[src/rtl/operand_recover_6bit.sv]
// Bit-serial recovery of the third addend: C = (S - A - B) mod 64, one bit per clock, LSB first.
// Optional underflow output is compiled in with `define RECOVER_UNDERFLOW_FLAG_EN.
module operand_recover_6bit (
  input  logic       clk,
  input  logic       rst,
  input  logic       in_valid,
  output logic       in_ready,
  input  logic [5:0] S,
  input  logic [5:0] A,
  input  logic [5:0] B,
  output logic       out_valid,
  input  logic       out_ready,
  output logic [5:0] C,
  output logic       busy
`ifdef RECOVER_UNDERFLOW_FLAG_EN
  ,
  output logic       underflow
`endif
);

  typedef enum logic [1:0] {IDLE, RUN, DONE} state_t;

  state_t     state_reg, state_next;
  logic [5:0] s_reg, a_reg, b_reg, c_reg, c_next;
  logic [1:0] borrow_reg, borrow_calc;
  logic [2:0] index_reg;
  logic [2:0] diff_bias;
  logic       bit_c;

  // State register
  always_ff @(posedge clk) begin
    if (rst) state_reg <= IDLE;
    else     state_reg <= state_next;
  end

  // Next-state logic
  always_comb begin
    state_next = state_reg;
    case (state_reg)
      IDLE:    if (in_valid) state_next = RUN;
      RUN:     if (index_reg == 3'd5) state_next = DONE;
      DONE:    if (out_ready) state_next = IDLE;
      default: state_next = IDLE;
    endcase
  end

  // Output logic
  always_comb begin
    in_ready  = (state_reg == IDLE);
    out_valid = (state_reg == DONE);
    busy      = (state_reg != IDLE);
  end

  assign C = c_reg;

  // d = S[i]-A[i]-B[i]-borrow lies in -4..1; biasing by 4 keeps it unsigned (0..5).
  // Then C[i] = bias[0] and borrow = (C[i]-d)/2 = 2 - bias[2:1].
  always_comb begin
    diff_bias   = 3'd4 + {2'b00, s_reg[index_reg]} - {2'b00, a_reg[index_reg]}
                - {2'b00, b_reg[index_reg]} - {1'b0, borrow_reg};
    bit_c       = diff_bias[0];
    borrow_calc = 2'd2 - diff_bias[2:1];
  end

  generate
    for (genvar gi = 0; gi < 6; gi++) begin : g_c_bit
      assign c_next[gi] = (index_reg == 3'(gi)) ? bit_c : c_reg[gi];
    end
  endgenerate

  always_ff @(posedge clk) begin
    if (rst) begin
      s_reg      <= '0;
      a_reg      <= '0;
      b_reg      <= '0;
      c_reg      <= '0;
      borrow_reg <= '0;
      index_reg  <= '0;
    end else begin
      case (state_reg)
        IDLE: begin
          if (in_valid) begin
            s_reg      <= S;
            a_reg      <= A;
            b_reg      <= B;
            c_reg      <= '0;
            borrow_reg <= '0;
            index_reg  <= '0;
          end
        end
        RUN: begin
          c_reg      <= c_next;
          borrow_reg <= borrow_calc;
          index_reg  <= index_reg + 3'd1;
        end
        default: ;
      endcase
    end
  end

`ifdef RECOVER_UNDERFLOW_FLAG_EN
  logic underflow_reg;

  // Final borrow out of bit 5 means S < A + B.
  always_ff @(posedge clk) begin
    if (rst) begin
      underflow_reg <= 1'b0;
    end else if (state_reg == RUN && index_reg == 3'd5) begin
      underflow_reg <= (borrow_calc != 2'd0);
    end
  end

  assign underflow = underflow_reg;
`endif

endmodule

[config.mk]
export PLATFORM = sky130hd
export DESIGN_NAME = operand_recover_6bit
export DESIGN_NICKNAME = d
export VERILOG_FILES = /design/src/rtl/operand_recover_6bit.sv
export SDC_FILE = /design/constraint.sdc
export NUM_CORES = 1
export LEC_CHECK = 0
export ABC_AREA = 1
export BUFFER_PORTS_ARGS = -buffer_cell sky130_fd_sc_hd__buf_2
export CAP_MARGIN = 15
export CORE_MARGIN = 8
export CORE_UTILIZATION = 44
export CTS_BUF_LIST = sky130_fd_sc_hd__clkbuf_4
export DETAILED_ROUTE_END_ITERATION = 10
export GPL_TIMING_DRIVEN = 0
export HOLD_SLACK_MARGIN = 0.12
export PLACE_DENSITY = 0.67
export SYNTH_ARGS = -nofsm -noshare
export SYNTH_HDL_FRONTEND = slang
export SYNTH_SLANG_ARGS = --single-unit
[constraint.sdc]
create_clock -name clk -period 4.5 [get_ports clk]
set_clock_uncertainty 0.1 [all_clocks]
set_input_delay 1.35 -clock clk [delete_from_list [all_inputs] [get_ports clk]]
set_output_delay 1.35 -clock clk [all_outputs]
set_load 0.02 [all_outputs]
Yosys cells after proc, flatten, opt, wreduce, memory -nomap -nowiden
Index checks and enable logic that the tools add are counted.
{ "totals": {"reg_bits": 31, "elab_cells": 69, "inputBits": 22, "output_inout_bits": 9} }
{ "classes": {"muxes": 22, "n_eq_ne": 15, "n_lt_le_gt_ge": 1, "reduce_logical": 13, "addsub": 6} }
{ "ops": {"columns": ["cell", "n"], "rows": [
  ["3-bit AND reduction", 7],
  ["2-bit inequality test, second input constant", 7],
  ["6-bit case mux with 2 select lines", 1],
  ["1-bit binary-select mux with 3-bit select", 3],
  ["1-bit 2-to-1 mux", 9],
  ["2-bit 2-to-1 mux", 4],
  ["3-bit by 2-bit == test with 1-bit output, second input constant", 2],
  ["3-bit == test, second input constant", 2],
  ["6-bit 2-to-1 mux", 1],
  ["2-bit case mux with 3 select lines", 1],
  ["3-bit case mux with 2 select lines", 1],
  ["3-bit by 1-bit subtractor with 3-bit output", 2],
  ["3-bit by 4-bit < comparator with 1-bit output, second input constant", 1],
  ["2-bit case mux with 2 select lines", 1],
  ["2-bit AND reduction", 2],
  ["2-bit nonzero test", 2],
  ["3-bit by 1-bit adder with 3-bit output, first input constant", 1],
  ["3-bit by 1-bit adder with 3-bit output, second input constant", 1],
  ["3-bit by 1-bit == test with 1-bit output, second input constant", 1],
  ["3-bit logical NOT", 1],
  ["3-bit 2-to-1 mux", 1],
  ["3-bit by 2-bit subtractor with 3-bit output", 1],
  ["2-bit by 1-bit == test with 1-bit output, second input constant", 1],
  ["2-bit == test, second input constant", 1],
  ["3 further kinds", 3]
]} }

Longest topological paths before layout
{ "logic_depth": {"depth_word": 8, "ltp_mapped": 14, "depth_no_buf": 13} }

Worst setup path after synthesis
OpenSTA, ideal clock, no wires.
{ "synth_path": {"kind": "reg2reg", "from": "reg index_reg[0]", "to": "reg borrow_reg[0]", "period_less_slack_ns": 2.579, "required_time_ns": 4.330, "slack_ns": 1.921, "arrival_ns": 2.410, "n_path_buf": 0, "stages_incl_launch_ff": 12, "path_cell_list": "dfxtp_1 clkinv_1 o21ai_0 nand2_1 nand2_1 nand2_1 ha_1 fa_1 inv_1 fa_1 or2_2 a21oi_1"} }
{ "synth_between": {"elab_chain_len": 8} }
{ "synth_rtl": {"columns": ["item", "line_no", "rtl"], "rows": [
  ["start, declared", "26", "logic [2:0] index_reg;"],
  ["start signal, assigned", "94", "index_reg <= index_reg + 3'd1;"],
  ["1-bit binary-select mux with 3-bit select", "59", "diff_bias = 3'd4 + {2'b00, s_reg[index_reg]} - {2'b00, a_reg[index_reg]}"],
  ["1-bit 2-to-1 mux (not written as such)", "59", null],
  ["3-bit by 1-bit adder with 3-bit output", "59", null],
  ["3-bit by 1-bit subtractor with 3-bit output", "59", null],
  ["3-bit by 1-bit subtractor with 3-bit output *", "60", "- {2'b00, b_reg[index_reg]} - {1'b0, borrow_reg};"],
  ["3-bit by 2-bit subtractor with 3-bit output *", "60", null],
  ["2-bit subtractor *", "62", "borrow_calc = 2'd2 - diff_bias[2:1];"],
  ["2-bit case mux with 2 select lines *", "80", "case (state_reg)"],
  ["end signal, assigned", "93", "borrow_reg <= borrow_calc;"],
  ["end, declared", "25", "logic [1:0] borrow_reg, borrow_calc;"]
]} }
Every way passes the cells marked *; elsewhere a longest branch is shown, timed or not. The select of a mux whose other input is x is not followed.
A chain may end at the register's enable or synchronous reset.

Final worst setup path
Ends and elaborated chain as after synthesis.

==> key figures <==
Pwr
  • Sw Share: between 30% and 40%
  • P_leak: 0.846 nW
  • Comb power frac: 22.3%
  • Clock power share: between 20 and 30%
  • Net Switching: ~0.19 mW
  • Seq pwr share: 50.2%
  • Worst vdd ir: ~180 µV
  • Pwr per Cell Area: between 300 and 400 mW/mm²
  • Int Pwr: 0.423 mW

Worst setup path
  • Crit Reg-Reg Startpoint: index_reg[0]
  • Crit path kind: reg -> reg
  • CP Capture Type: register
  • R2R Setup Slk: between 1.5 and 2 ns
  • Worst r2r dst: borrow_reg[0]
  • Startpoint type of the worst setup path: register
  • Worst Setup SP: index_reg[0]
  • CP max FO: 11
  • Reg2reg path depth: 11
  • WP data required: 4.66 ns
  • Arr. time, crit path: 3.11 ns

Synth
  • Sequential element share of the synthesized area: 40.5%
  • Yosys top cell by area: dfxtp_1
  • Yosys cell types: 21
  • Synthesized area per cell: slightly above 7 µm²
  • Post-synth top cells: nor2_1, nand2_1, dfxtp_1, o21ai_0, inv_1
  • Synth warnings: 0
  • Post-synth EDFFs: 0
  • Mapped Area: between 0.0015 and 0.002 mm²
  • Most frequent cell after synthesis: nor2_1
  • Syn_nets: approximately 250
  • #FFs+latches synth: 31
  • Synth top area cells: dfxtp_1, nor2_1, o21ai_0, nand2_1, a21oi_1
  • Async set-reset flop share out of synthesis: 0%
  • Top FF cell, synth: dfxtp_1
  • Synth Instances: approximately 220
  • Area share of the largest cell type after synthesis: around two fifths

Detailed routing
  • Vias: ~1400
  • Pre-antenna DRT Iters: 4
  • Routed WL: about 3.3 mm
  • Initial drt markers: 76
  • Post-DR wirelength/cell: ~11 µm
  • Routed Antenna Nets: 0
  • DR vias/cell: approximately 4.7
  • DRC Markers: 0

Floorplan
  • Die Wd: approximately 75 µm
  • Die Span Y: approximately 75 µm
  • Core footprint: roughly 0.0033 mm²
  • Die area: roughly 0.0056 mm²
  • Starting Density: ~46%
  • # IOs: 31
  • Std cell rows: 21

Global route
  • Largest net degree at the start of global routing: 12
  • Total track usage: around an eighth
  • Gr ovfl total: 0
  • First-pass GRT wire length: ~5.8 mm
  • Initial antenna violation count: 0
  • Number of global-route vias before repair: approximately 1300

Layout
  • Nets: between 200 and 300
  • P&R area growth vs syn: 17.0%
  • Ant diodes: 0
  • Share of cells above drive strength 1: between 20% and 30%
  • Sequential standard cell area: between 600 and 700 µm²
  • Fillcell total: between 300 and 400
  • Footprint of the multi-input gates: roughly 770 µm²
  • Final instance area: 0.00179 mm²

STA
  • Fin worst setup slack: 1.56 ns
  • Slew Limit Fails: 0
  • Tmin final: around 3 ns
  • RSZ-0062 raised after global routing: no
  • Period Utilization, post-route: roughly two thirds
  • Worst-Margin Slew: roughly 0.4 ns
  • Final Hold Fails: 0
  • Slew headroom: 73.0%
  • Setup-failing EPs final: 0
  • Fmax: ~0.34 GHz
  • Setup TNS: 0 ns

Clock tree
  • Num CTS Buffers: 5
  • CTS Sinks: 31
  • Setup Fix Bufs, Post-CTS: 0
  • Clk root buf: clkbuf_4
  • CTS tree: done
  • Clk_lat worst skew: 0.34 ns
  • H-tree depth: 2
  • PostCTS Resize Cnt: 0
  • Clk buf depth: 2
  • Clock slew at reported path FFs: 0.09 ns
  • Cts hold-fix bufs: 0

Status
  • Status: completed

Job
  • Max Cap Viol: 0

Place
  • PortBufs: 29
  • Worst slack at placement: around 1.6 ns
  • Hpwl dp: approximately 2.5 mm
  • GP Congestion: approximately 0.80
  • Post-placement cell area: 0.00174 mm²

Min path
  • Hold depth: 2
  • WHS Endpoint: s_reg[1]
  • Hold Path Class: reg -> reg
  • Hold_sp: s_reg[1]
==> logic make-up after synthesis <==
logic type / synth area share (%)
flip-flops: 40.5
AO/OA/AOI/OAI: 14.0
AND/OR/NAND/NOR: 28.7
buffers and inverters: 9.30
adder cells (fa/ha/maj): 7.50
==> placed cells by master, fill, tap and decap left out <==
cell and count:
nor2_1 55, buf_2 34, nand2_1 33, dfxtp_1 31
o21ai_0 26, inv_1 18, a21oi_1 16, clkbuf_4 7
ha_1 6, nand3_1 4, nand4_1 4, buf_6 3
or2_2 3, nor2_4 2, inv_2 2, fa_1 2
clkinv_1 1, nor3_1 1, nand2_4 1, clkbuf_2 1
o21ai_1 1, nand3b_1 1, clkinv_2 1
==> through the flow <==
| stage | cells | util, % | hold slack [ns] | power, mW |
|---|---|---|---|---|
| finish | 299 | 53.8 | 0.361 | 0.611 |
| global route | 299 | 53.8 | 0.383 | 0.654 |
| CTS | 299 | 53.8 | 0.363 | 0.619 |
| detailed placement | 291 | 52.0 | 0.350 | 0.451 |
| global placement | 291 | 52.0 | 0.342 | 0.449 |
| floorplan | 216 | - | 0.329 | 0.414 |
==> critical path: stages (launching register included) <==
cell and delay (ns):
dfxtp_1 0.42, clkinv_1 0.32, o21ai_0 0.27, nand2_1 0.08
nand2_1 0.08, nand2_1 0.06, ha_1 0.28, fa_1 0.36
inv_1 0.09, fa_1 0.40, or2_2 0.29, a21oi_1 0.12
==> cell type report <==
cell class / count / share of cell area, %
plain buffers: 9 / 3.56
clock buffers: 7 / 2.93
clock inverters: 1 / 0.279
inverters: 21 / 4.39
multi-input cells: 155 / 43.0
flip-flops and latches: 31 / 34.6
well taps: 46 / 3.21
repair buffers: 29 / 8.09
==> metal layers <==
layer | track usage, % | up-vias | wire length (µm)
met4 | 4.57 | 0 | 42
met2 | 21.1 | 34 | 1410
li1 | - | 754 | -
met3 | 4.26 | 7 | 229
met5 | 0 | - | 0
met1 | 16.2 | 606 | 1640
==> how the worst max path moves through the flow <==
| stage | end | slack, ns | cells after the start |
|---|---|---|---|
| CTS | borrow_reg[0] | 1.56 | 11 |
| floorplan | borrow_reg[0] | 1.92 | 11 |
| global route | borrow_reg[0] | 1.35 | 11 |
| global placement | borrow_reg[0] | 1.63 | 11 |
| detailed placement | borrow_reg[0] | 1.58 | 11 |
| finish | borrow_reg[0] | 1.56 | 11 |
==> power by group through the flow <==
stage	registers [mW]	logic [mW]	clock network, mW
3_3_place_gp	0.313	0.136	0
5_1_grt	0.310	0.157	0.187
6_report	0.307	0.136	0.168
2_1_floorplan	0.318	0.0957	0
3_5_place_dp	0.313	0.137	0
4_1_cts	0.307	0.138	0.174
(Power assumes the default switching activity.)
